<file path="src/rtl/cfa_window_5x5.sv">
// rtl/cfa_window_5x5.sv - 5x5 Bayer CFA window generator feeding the equ1 gradient core.
// Four line buffers supply the older rows; a 5x5 register array forms the window taps.
module cfa_window_5x5 #(
  parameter int IMG_WIDTH  = 8,
  parameter int IMG_HEIGHT = 8,
  parameter int PIX_W      = 12
) (
  input  logic             clk,
  input  logic             rst,
  input  logic             sof,
  input  logic             pix_valid,
  input  logic [PIX_W-1:0] pix_in,
  output logic             start,
  output logic [PIX_W-1:0] e1t1, e1t2, e1t3, e1t4, e1t5,
  output logic [PIX_W-1:0] e2t1, e2t2, e2t3, e2t4, e2t5,
  output logic [PIX_W-1:0] e3t1, e3t2, e3t3, e3t4, e3t5,
  output logic [PIX_W-1:0] e4t1, e4t2, e4t3, e4t4, e4t5,
  output logic [PIX_W-1:0] e5t1, e5t2, e5t3, e5t4, e5t5,
  output logic             frame_done
);

  localparam int CW = (IMG_WIDTH  > 1) ? $clog2(IMG_WIDTH)  : 1;
  localparam int RW = (IMG_HEIGHT > 1) ? $clog2(IMG_HEIGHT) : 1;
  localparam logic [CW-1:0] LAST_COL = CW'(IMG_WIDTH - 1);
  localparam logic [RW-1:0] LAST_ROW = RW'(IMG_HEIGHT - 1);

  logic [CW-1:0]    col;
  logic [RW-1:0]    row;
  logic             active;
  logic [PIX_W-1:0] lb  [4][IMG_WIDTH];
  logic [PIX_W-1:0] win [5][5];

  logic             accept;
  logic [CW-1:0]    cur_col;
  logic [RW-1:0]    cur_row;
  logic             last_col;
  logic             last_row;
  logic [PIX_W-1:0] col_vec [5];

  // Pixels are ignored until a sof has opened a frame after reset.
  assign accept   = pix_valid && (sof || active);
  assign cur_col  = sof ? '0 : col;
  assign cur_row  = sof ? '0 : row;
  assign last_col = (cur_col == LAST_COL);
  assign last_row = (cur_row == LAST_ROW);

  assign col_vec[0] = lb[3][cur_col];
  assign col_vec[1] = lb[2][cur_col];
  assign col_vec[2] = lb[1][cur_col];
  assign col_vec[3] = lb[0][cur_col];
  assign col_vec[4] = pix_in;

  // Line buffers hold no reset: only rows of the current frame ever reach a valid window.
  always_ff @(posedge clk) begin
    if (accept) begin
      lb[0][cur_col] <= pix_in;
      lb[1][cur_col] <= lb[0][cur_col];
      lb[2][cur_col] <= lb[1][cur_col];
      lb[3][cur_col] <= lb[2][cur_col];
    end
  end

  always_ff @(posedge clk or posedge rst) begin
    if (rst) begin
      col        <= '0;
      row        <= '0;
      active     <= 1'b0;
      start      <= 1'b0;
      frame_done <= 1'b0;
      for (int r = 0; r < 5; r++)
        for (int c = 0; c < 5; c++)
          win[r][c] <= '0;
    end else begin
      start      <= 1'b0;
      frame_done <= 1'b0;
      if (accept) begin
        active <= 1'b1;
        for (int r = 0; r < 5; r++) begin
          for (int c = 0; c < 4; c++)
            win[r][c] <= win[r][c+1];
          win[r][4] <= col_vec[r];
        end
        start      <= (cur_row >= RW'(4)) && (cur_col >= CW'(4));
        frame_done <= last_col && last_row;
        if (last_col) begin
          col <= '0;
          row <= last_row ? '0 : cur_row + 1'b1;
        end else begin
          col <= cur_col + 1'b1;
          row <= cur_row;
        end
      end
    end
  end

  assign e1t1 = win[0][0]; assign e1t2 = win[0][1]; assign e1t3 = win[0][2];
  assign e1t4 = win[0][3]; assign e1t5 = win[0][4];
  assign e2t1 = win[1][0]; assign e2t2 = win[1][1]; assign e2t3 = win[1][2];
  assign e2t4 = win[1][3]; assign e2t5 = win[1][4];
  assign e3t1 = win[2][0]; assign e3t2 = win[2][1]; assign e3t3 = win[2][2];
  assign e3t4 = win[2][3]; assign e3t5 = win[2][4];
  assign e4t1 = win[3][0]; assign e4t2 = win[3][1]; assign e4t3 = win[3][2];
  assign e4t4 = win[3][3]; assign e4t5 = win[3][4];
  assign e5t1 = win[4][0]; assign e5t2 = win[4][1]; assign e5t3 = win[4][2];
  assign e5t4 = win[4][3]; assign e5t5 = win[4][4];

endmodule

</file>
<file path="config.mk">
export PLATFORM = sky130hd
export DESIGN_NAME = cfa_window_5x5
export DESIGN_NICKNAME = d
export VERILOG_FILES = /design/src/rtl/cfa_window_5x5.sv
export SDC_FILE = /design/constraint.sdc
export NUM_CORES = 1
export LEC_CHECK = 0
export CAP_MARGIN = 25
export CORE_ASPECT_RATIO = 1.5
export CORE_MARGIN = 1
export CORE_UTILIZATION = 60
export DETAILED_ROUTE_END_ITERATION = 7
export MAX_ROUTING_LAYER = met4
export PLACE_DENSITY_LB_ADDON = 0.25
export SYNTH_ARGS = -nofsm -noshare
export SYNTH_HDL_FRONTEND = slang
export SYNTH_SLANG_ARGS = --single-unit
</file>
<file path="constraint.sdc">
create_clock -name clk -period 34 [get_ports clk]
set_clock_uncertainty 0.2 [all_clocks]
set_input_delay 6.8 -clock clk [delete_from_list [all_inputs] [get_ports clk]]
set_output_delay 6.8 -clock clk [all_outputs]
set_load 0.03 [all_outputs]
</file>
==> results of run 1 <==
worst max-delay path by stage:
stage | start | end | slack [ns] | cells past startpoint
finish | sof | e3t5[9] | 23.30 | 10
CTS | sof | e4t5[0] | 22.77 | 8
global placement | sof | e4t5[0] | 22.15 | 8
floorplan | rst | active | 18.46 | 1
detailed placement | sof | e4t5[0] | 22.11 | 8
global route | sof | e4t5[0] | 23.09 | 10
logic make-up after synthesis:
logic type,share of synthesized area
AND/OR/NAND/NOR,0.160
flip-flops,0.701
adder cells (fa/ha/maj),0.00137
buffers and inverters,0.0261
AO/OA/AOI/OAI,0.0419
multiplexers,0.0694
per-stage QoR:
stage / hold slack [ns] / instances
3_5_place_dp: 0.264 / 2964
2_1_floorplan: 0.242 / 2168
6_report: 0.278 / 3078
3_3_place_gp: 0.256 / 2960
4_1_cts: 0.281 / 3075
5_1_grt: 0.310 / 3078
final cells by class:
class                           count  area (um^2)
Timing Repair Buffer              347         3470
Inverter                            3         18.8
Clock buffer                       91         1730
Sequential cell                   693        19300
Multi-Input combinational cell   1342         7580
Tap cell                          582          728
Fill cell                        2852        12100
Clock inverter                     20          139
metal layers:
metal,up-vias,track usage
li1,8028,-
met1,8938,0.357
met2,822,0.476
met3,165,0.0384
met4,0,0.137
met5,-,-
report_power, final:
| part | switching, mW | internal [mW] | total (mW) |
|---|---|---|---|
| registers | 0.0862 | 1.02 | 1.10 |
| logic | 0.371 | 0.228 | 0.599 |
| clock network | 0.288 | 0.359 | 0.647 |
cells in the final DEF, fill, tap and decap left out, types with 4 or more instances in the layout:
cell type	synthesis	final
a22oi_1	12	12
a21oi_1	51	51
or3_4	35	35
nand2b_1	51	51
clkinv_1	0	5
clkinv_2	0	10
nand3b_1	48	48
nand2_1	800	800
o221ai_1	12	12
clkbuf_8	0	7
mux2_4	35	35
o21ai_0	43	41
buf_4	6	21
nor2b_1	5	5
clkdlybuf4s50_1	0	316
mux2i_1	110	110
clkbuf_1	41	16
clkbuf_16	0	61
clkbuf_4	0	6
mux2_2	25	25
nor2_1	19	16
buf_12	0	5
o22ai_1	36	36
nor4bb_1	12	12
nor2_4	0	4
dfrtp_1	309	308
edfxtp_1	384	384
a2111o_1	12	12
a211oi_1	12	12
worst min-delay path, stage by stage (launching register included):
cell     delay (ns)
dfrtp_1        0.34
nand2_1        0.05
nand2_1        0.05
==> impl_metrics.json, run 1 <==
{
  "nets": 2465,
  "start_util": 0.610,
  "port_buffers": 317,
  "cts_resized": 0,
  "ys_warn_count": 0,
  "grt_max_degree": 247,
  "setup_viol": 0,
  "synth_flop_cell": "edfxtp_1",
  "synth_most_common_cell": "nand2_1",
  "hp-start": "e3t1[3]",
  "dieArea_um2": 46700,
  "worst_r2r_endpoint": "e3t5[9]",
  "vias": 18000,
  "clock.fmax_mhz": 93.4,
  "ir_drop_mv": 0.0430,
  "cts_tree": "done",
  "vias_per_cell": 5.83,
  "fin_area_um2": 32900,
  "tightest_slew_ns": 1.10,
  "slowest_stage": "buf_4",
  "crit_arrival_ns": 10.98,
  "num_antenna_cells": 0,
  "hold_depth": 2,
  "p_leak_nw": 13.9,
  "rr_startpoint": "active",
  "finalHoldViolations": 0,
  "r2r_cells": 8,
  "cts_buffer_depth": 3,
  "die_w_um": 177,
  "fin_crit_sh": 0.315,
  "routed.top_layer": "met4",
  "cp_slowest_stage_delay_ns": 0.76,
  "path_class": "in2reg",
  "crit_top_cell": "buf_4",
  "critPathTopFamily": "buffers and inverters",
  "synthTopCellsByCount": "800 x nand2_1, 384 x edfxtp_1, 309 x dfrtp_1",
  "synth_top_area_cell": "edfxtp_1",
  "dp_slack_ns": 22.11,
  "gr-total-overflow": 0,
  "post-route-util": 0.731,
  "wl_mm": 65.4,
  "p_per_area_nw_per_um2": 71.3,
  "dr.pass1.iters": 5,
  "layout_setup_ws_ns": 23.30,
  "syn_nets": 2187,
  "drv_slew": 0,
  "synth_seq_cells": 693,
  "drive_gt1_frac": 0.0938,
  "crit_chain": "buf_2, buf_4, nor2_1, nor2_4, buf_12, buf_4, buf_4, buf_4, buf_12, mux2_4",
  "insertion_delay_ns": 0.60,
  "wl_per_cell_um": 21.3,
  "drcViolationCount": 0,
  "ant_nets": 0,
  "hold_buffers": 0,
  "rsz0062_at_grt": "false",
  "largest_reg_flops": 384,
  "status": "finished clean",
  "die_h_um": 264,
  "ys_async_sr_fraction": 0.446,
  "crit_buf_inv": 7,
  "yosysTopAreaCellShare": 0.419,
  "maxSlewHeadroom": 0.265,
  "wl_met2_mm": 33.2,
  "synth_cell_types": 45,
  "met1_length_mm": 24.4,
  "cts_root_buffer": "clkbuf_16",
  "period_needed_ns": 10.70,
  "synth_edf_count": 384,
  "netlist_area_um2": 27500,
  "cts_inserted_buffers": 59,
  "grt_pass1_wl_mm": 100,
  "hold_end": "e3t1[3]",
  "cts.htree.levels": 2,
  "path_max_fanout": 93,
  "cts_setup_buffers": 0,
  "hpwl_mm": 40.9,
  "placed_area_um2": 31000,
  "p_total_mw": 2.35,
  "reg2reg_slack_ns": 29.71,
  "rows": 95,
  "setup_tns_ns": 0,
  "area_growth_pct": 19.8,
  "detail_route.iter0.violations": 1897,
  "gp_congestion": 0.888,
  "antenna_found_initial": 0,
  "critPathCaptureType": "register",
  "core-area_um2": 45000,
  "routed-wl-met3_mm": 4.78,
  "grtUsageTotal": 0.290,
  "synth_area_leaders": "edfxtp_1 42%, dfrtp_1 28%, nand2_1 11%",
  "clock-sinks": 693,
  "clk_pin_slew_ns": 0.06,
  "seq_area_frac_synth": 0.701,
  "maxCapViolations": 0,
  "crit_required_ns": 34.27,
  "io_pins": 318,
  "syn_avg_cell_area_um2": 12.7,
  "synthCells": 2168,
  "first_global_vias": 17400,
  "crit_path_start_kind": "input port",
  "hp-class": "reg2reg",
  "regMostFlops": "lb"
}
(Power assumes the default switching activity.)
==> run 2: changes to the inputs <==
Settings changed: CORE_UTILIZATION 60 to 51.
Clock period 34 ns to 9.6 ns, I/O delays scaled along.
==> run 2 against run 1 <==
Sequential share of layout area down 0.53 points. Worst setup slack worse by 18 ns. Non-clock buffer count up 4. Hold slack worse by 0.0045 ns. Design area up 0.91%. Die area up 17%.
==> impl_metrics.json, run 2 (synthesized netlist as in run 1, its figures left out) <==
{
  "path_max_fanout": 25,
  "vias_per_cell": 5.51,
  "ant_nets": 0,
  "cts.htree.levels": 2,
  "wl_mm": 67.0,
  "mostFrequentLayoutCells": "800 x nand2_1, 384 x edfxtp_1, 316 x clkdlybuf4s50_1",
  "cts_inserted_buffers": 60,
  "rows": 103,
  "cts_tree": "done",
  "path_class": "in2reg",
  "reg2reg_slack_ns": 6.14,
  "tightest_slew_ns": 1.12,
  "layout_setup_ws_ns": 5.17,
  "hold_depth": 2,
  "critPathCaptureType": "register",
  "num_antenna_cells": 0,
  "period_needed_ns": 4.43,
  "crit_required_ns": 9.65,
  "drive_gt1_frac": 0.0948,
  "dr.pass1.iters": 5,
  "regArea_um2": 19300,
  "setup_tns_ns": 0,
  "multiInputGateArea_um2": 7580,
  "detail_route.iter0.violations": 1339,
  "cp_slowest_stage_delay_ns": 0.71,
  "hold_buffers": 0,
  "mostFrequentLayoutCell": "nand2_1",
  "vias": 17500,
  "nets": 2470,
  "largest_reg_flops": 384,
  "grtUsageTotal": 0.252,
  "cts_buffer_depth": 3,
  "fin_crit_sh": 0.461,
  "insertion_delay_ns": 0.61,
  "grt_pass1_wl_mm": 102,
  "io_pins": 318,
  "maxCapViolations": 0,
  "r2r_cells": 6,
  "p_per_area_nw_per_um2": 254,
  "use_met1": 0.308,
  "fin_area_um2": 33200,
  "cts_resized": 0,
  "maxSlewHeadroom": 0.255,
  "ir_drop_mv": 0.176,
  "drv_slew": 0,
  "finalHoldViolations": 0,
  "p_leak_nw": 14.0,
  "first_global_vias": 17400,
  "gp_congestion": 0.844,
  "core-area_um2": 53000,
  "fill_cells": 3934,
  "rsz0062_at_grt": "false",
  "drcViolationCount": 0,
  "start_util": 0.519,
  "p_total_mw": 8.45,
  "regMostFlops": "lb",
  "die_h_um": 286,
  "use_met2": 0.423,
  "cts_root_buffer": "clkbuf_16",
  "crit_top_cell": "buf_4",
  "status": "finished clean",
  "crit_arrival_ns": 4.48,
  "clk_pin_slew_ns": 0.06,
  "slowest_stage": "clkdlybuf4s50_1",
  "grt_max_degree": 203,
  "clock.fmax_mhz": 226,
  "dp_slack_ns": 4.57,
  "crit_path_start_kind": "input port",
  "busiest_layer": "met2",
  "met3_usage": 0.0344,
  "wl_per_cell_um": 21.1,
  "antenna_found_initial": 0,
  "area_growth_pct": 20.9,
  "placed_area_um2": 31200,
  "hp-class": "reg2reg",
  "clock-sinks": 693,
  "dieArea_um2": 54900,
  "port_buffers": 317,
  "setup_viol": 0,
  "crit_chain": "clkdlybuf4s50_1, nand4b_1, buf_4, nor2_4, buf_4",
  "timing.hold.ws_ns": 0.274,
  "hpwl_mm": 41.8,
  "die_w_um": 192,
  "gr-total-overflow": 0,
  "cts_setup_buffers": 0
}
## run 2: cell types whose count changed in the layout (fill, tap and decap cells not counted), sizes merged
cell	before	now
bufinv	1	4
buf	31	35
clkbuf	91	89
## run 2: path summary, 6_finish.rpt
kind / end / from
setup / recovery: lb[2][22] / pix_valid
hold / removal: e1t1[0] / e1t1[0]
setup reg to reg: e4t5[0] / col[0]
hold reg to reg: e1t1[0] / e1t1[0]
max in group asynchronous: e1t3[7] / rst
min in group asynchronous: e5t1[10] / rst
## run 2: worst max-delay path, delay by kind of cell
family	cells	cell delay, ns
buffers and inverters	3	1.55
and+or+nand+nor	2	0.99
## run 2: power by group
group | total (mW) | switching [mW] | internal [mW]
combinational | 2.10 | 1.29 | 0.810
sequential | 3.93 | 0.330 | 3.60
clock | 2.43 | 1.04 | 1.38
## run 2: stage by stage
| stage | util | std cells |
|---|---|---|
| 2_1_floorplan | - | 2168 |
| 6_report | 0.628 | 3183 |
| 3_5_place_dp | 0.589 | 3068 |
| 4_1_cts | 0.626 | 3180 |
| 3_3_place_gp | 0.588 | 3065 |
| 5_1_grt | 0.628 | 3183 |
## run 2: final cells by class
cell class | instances | share of cell area
Inverter | 3 | 0.000452
Multi-Input combinational cell | 1342 | 0.228
Clock buffer | 89 | 0.0533
Sequential cell | 693 | 0.580
Clock inverter | 23 | 0.00662
Tap cell | 682 | 0.0257
Timing Repair Buffer | 351 | 0.106
## run 2: per-layer routing
| metal | wire length, um | share of wire |
|---|---|---|
| met3 | 3760 | 0.056 |
| met1 | 26800 | 0.40 |
| met4 | 2740 | 0.041 |
| met5 | 0 | 0 |
| met2 | 33700 | 0.50 |
==> run 3: changes to the inputs <==
Clock period 9.6 ns to 4 ns, I/O delays scaled along.
==> run 3 against run 2 <==
Via count about the same. Combinational power increased by 140%. Cell count is 0.13% higher. Design area is 0.55% higher. Hold slack worse by 0.0021 ns. Non-clock buffer count is 5 higher. Global-route usage decreased by 0.10 points.
==> impl_metrics.json, run 3 (synthesized netlist as in run 1, its figures left out) <==
{
  "status": "finished clean",
  "wl_mm": 66.4,
  "drive_gt1_frac": 0.0946,
  "critPathCaptureType": "register",
  "cts.htree.levels": 2,
  "rsz0062_at_grt": "false",
  "vias": 17600,
  "maxSlewHeadroom": 0.235,
  "met3_usage": 0.0305,
  "cts_resized": 0,
  "setup_tns_ns": 0,
  "fin_crit_sh": 0.720,
  "gr-total-overflow": 0,
  "dieArea_um2": 54900,
  "clock-sinks": 693,
  "layout_setup_ws_ns": 1.12,
  "die_h_um": 286,
  "mostFrequentLayoutCells": "800 x nand2_1, 384 x edfxtp_1, 316 x clkdlybuf4s50_1",
  "io_pins": 318,
  "p_leak_nw": 14.1,
  "drv_slew": 0,
  "period_needed_ns": 2.88,
  "hpwl_mm": 41.9,
  "setup_viol": 0,
  "grtUsageTotal": 0.251,
  "start_util": 0.519,
  "cts_setup_buffers": 0,
  "rows": 103,
  "cts_root_buffer": "clkbuf_16",
  "regMostFlops": "lb",
  "drcViolationCount": 0,
  "insertion_delay_ns": 0.61,
  "cts_inserted_buffers": 60,
  "use_met2": 0.415,
  "hold_depth": 2,
  "dr.pass1.iters": 5,
  "cp_slowest_stage_delay_ns": 0.93,
  "use_met1": 0.313,
  "crit_arrival_ns": 3.17,
  "first_global_vias": 17500,
  "ant_nets": 0,
  "cts_buffer_depth": 3,
  "port_buffers": 317,
  "path_max_fanout": 64,
  "fill_cells": 4013,
  "grt_pass1_wl_mm": 102,
  "multiInputGateArea_um2": 7610,
  "r2r_cells": 5,
  "p_total_mw": 20.3,
  "finalHoldViolations": 0,
  "wl_per_cell_um": 20.8,
  "ir_drop_mv": 0.414,
  "busiest_layer": "met2",
  "path_class": "reg2reg",
  "crit_path_start_kind": "register",
  "crit_chain": "buf_4, mux2i_1, o22ai_1, or3_4, mux2_4",
  "slowest_stage": "dfrtp_4",
  "die_w_um": 192,
  "dp_slack_ns": 0.588,
  "grt_max_degree": 258,
  "nets": 2475,
  "rr_startpoint": "col[0]",
  "antenna_found_initial": 0,
  "core-area_um2": 53000,
  "hold_buffers": 0,
  "mostFrequentLayoutCell": "nand2_1",
  "vias_per_cell": 5.51,
  "regArea_um2": 19300,
  "clock.fmax_mhz": 347,
  "detail_route.iter0.violations": 1403,
  "maxCapViolations": 0,
  "p_per_area_nw_per_um2": 608,
  "hp-start": "e1t1[1]",
  "gp_congestion": 0.884,
  "hp-class": "reg2reg",
  "crit_required_ns": 4.29,
  "area_growth_pct": 21.6,
  "clk_pin_slew_ns": 0.06,
  "largest_reg_flops": 384,
  "tightest_slew_ns": 1.15,
  "hold_end": "e1t1[1]",
  "reg2reg_slack_ns": 1.12,
  "cts_tree": "done",
  "worst_r2r_endpoint": "e4t5[7]"
}
==> run 3: routing by layer <==
layer / wire length (um) / part of all wire
met5: 0 / 0
met1: 26600 / 0.40
met4: 2760 / 0.042
met2: 33200 / 0.50
met3: 3880 / 0.058
==> run 3: critical path, delay by kind of cell, from the launching register on <==
kind,cells,cell delay [ns]
multiplexers,2,0.50
buffers and inverters,1,0.44
flip-flops,1,0.93
AND/OR/NAND/NOR,1,0.52
AO/OA/AOI/OAI,1,0.13
==> run 3: final cells by class <==
cell class,instances,area share
antenna,1,0.0000749
clock buffer,86,0.0500
clock inverter,24,0.00921
inverter,3,0.000449
multi-input combinational,1342,0.228
sequential,693,0.576
tap,682,0.0255
timing repair buffer,356,0.111
==> run 3: how the worst max path moves through the flow <==
| stage | from | to | slack [ns] | cells past startpoint |
|---|---|---|---|---|
| floorplan | rst | active | -1.11 | 1 |
| CTS | e1t5[11] | e1t5[11] | 1.08 | 1 |
| global placement | pix_valid | lb[3][2] | 0.65 | 4 |
| detailed placement | pix_valid | lb[3][2] | 0.59 | 4 |
| global route | col[0] | e4t5[3] | 1.02 | 5 |
| finish | col[0] | e4t5[7] | 1.12 | 5 |
==> run 3: through the flow <==
step | hold slack (ns) | instance area [um^2] | util | std cells
after floorplan | 0.242 | 27600 | - | 2168
after global placement | 0.256 | 31400 | 0.593 | 3074
after detailed placement | 0.262 | 31400 | 0.594 | 3076
after CTS | 0.278 | 33400 | 0.631 | 3186
after global routing | 0.291 | 33400 | 0.631 | 3186
final | 0.271 | 33400 | 0.631 | 3187
==> run 3: power breakdown <==
group / leakage, nW / switching [mW] / internal, mW
Clock: 0.964 / 2.50 / 3.35
Combinational: 5.71 / 3.17 / 1.97
Sequential: 7.39 / 0.719 / 8.64
Total: 14.1 / 6.38 / 14.0
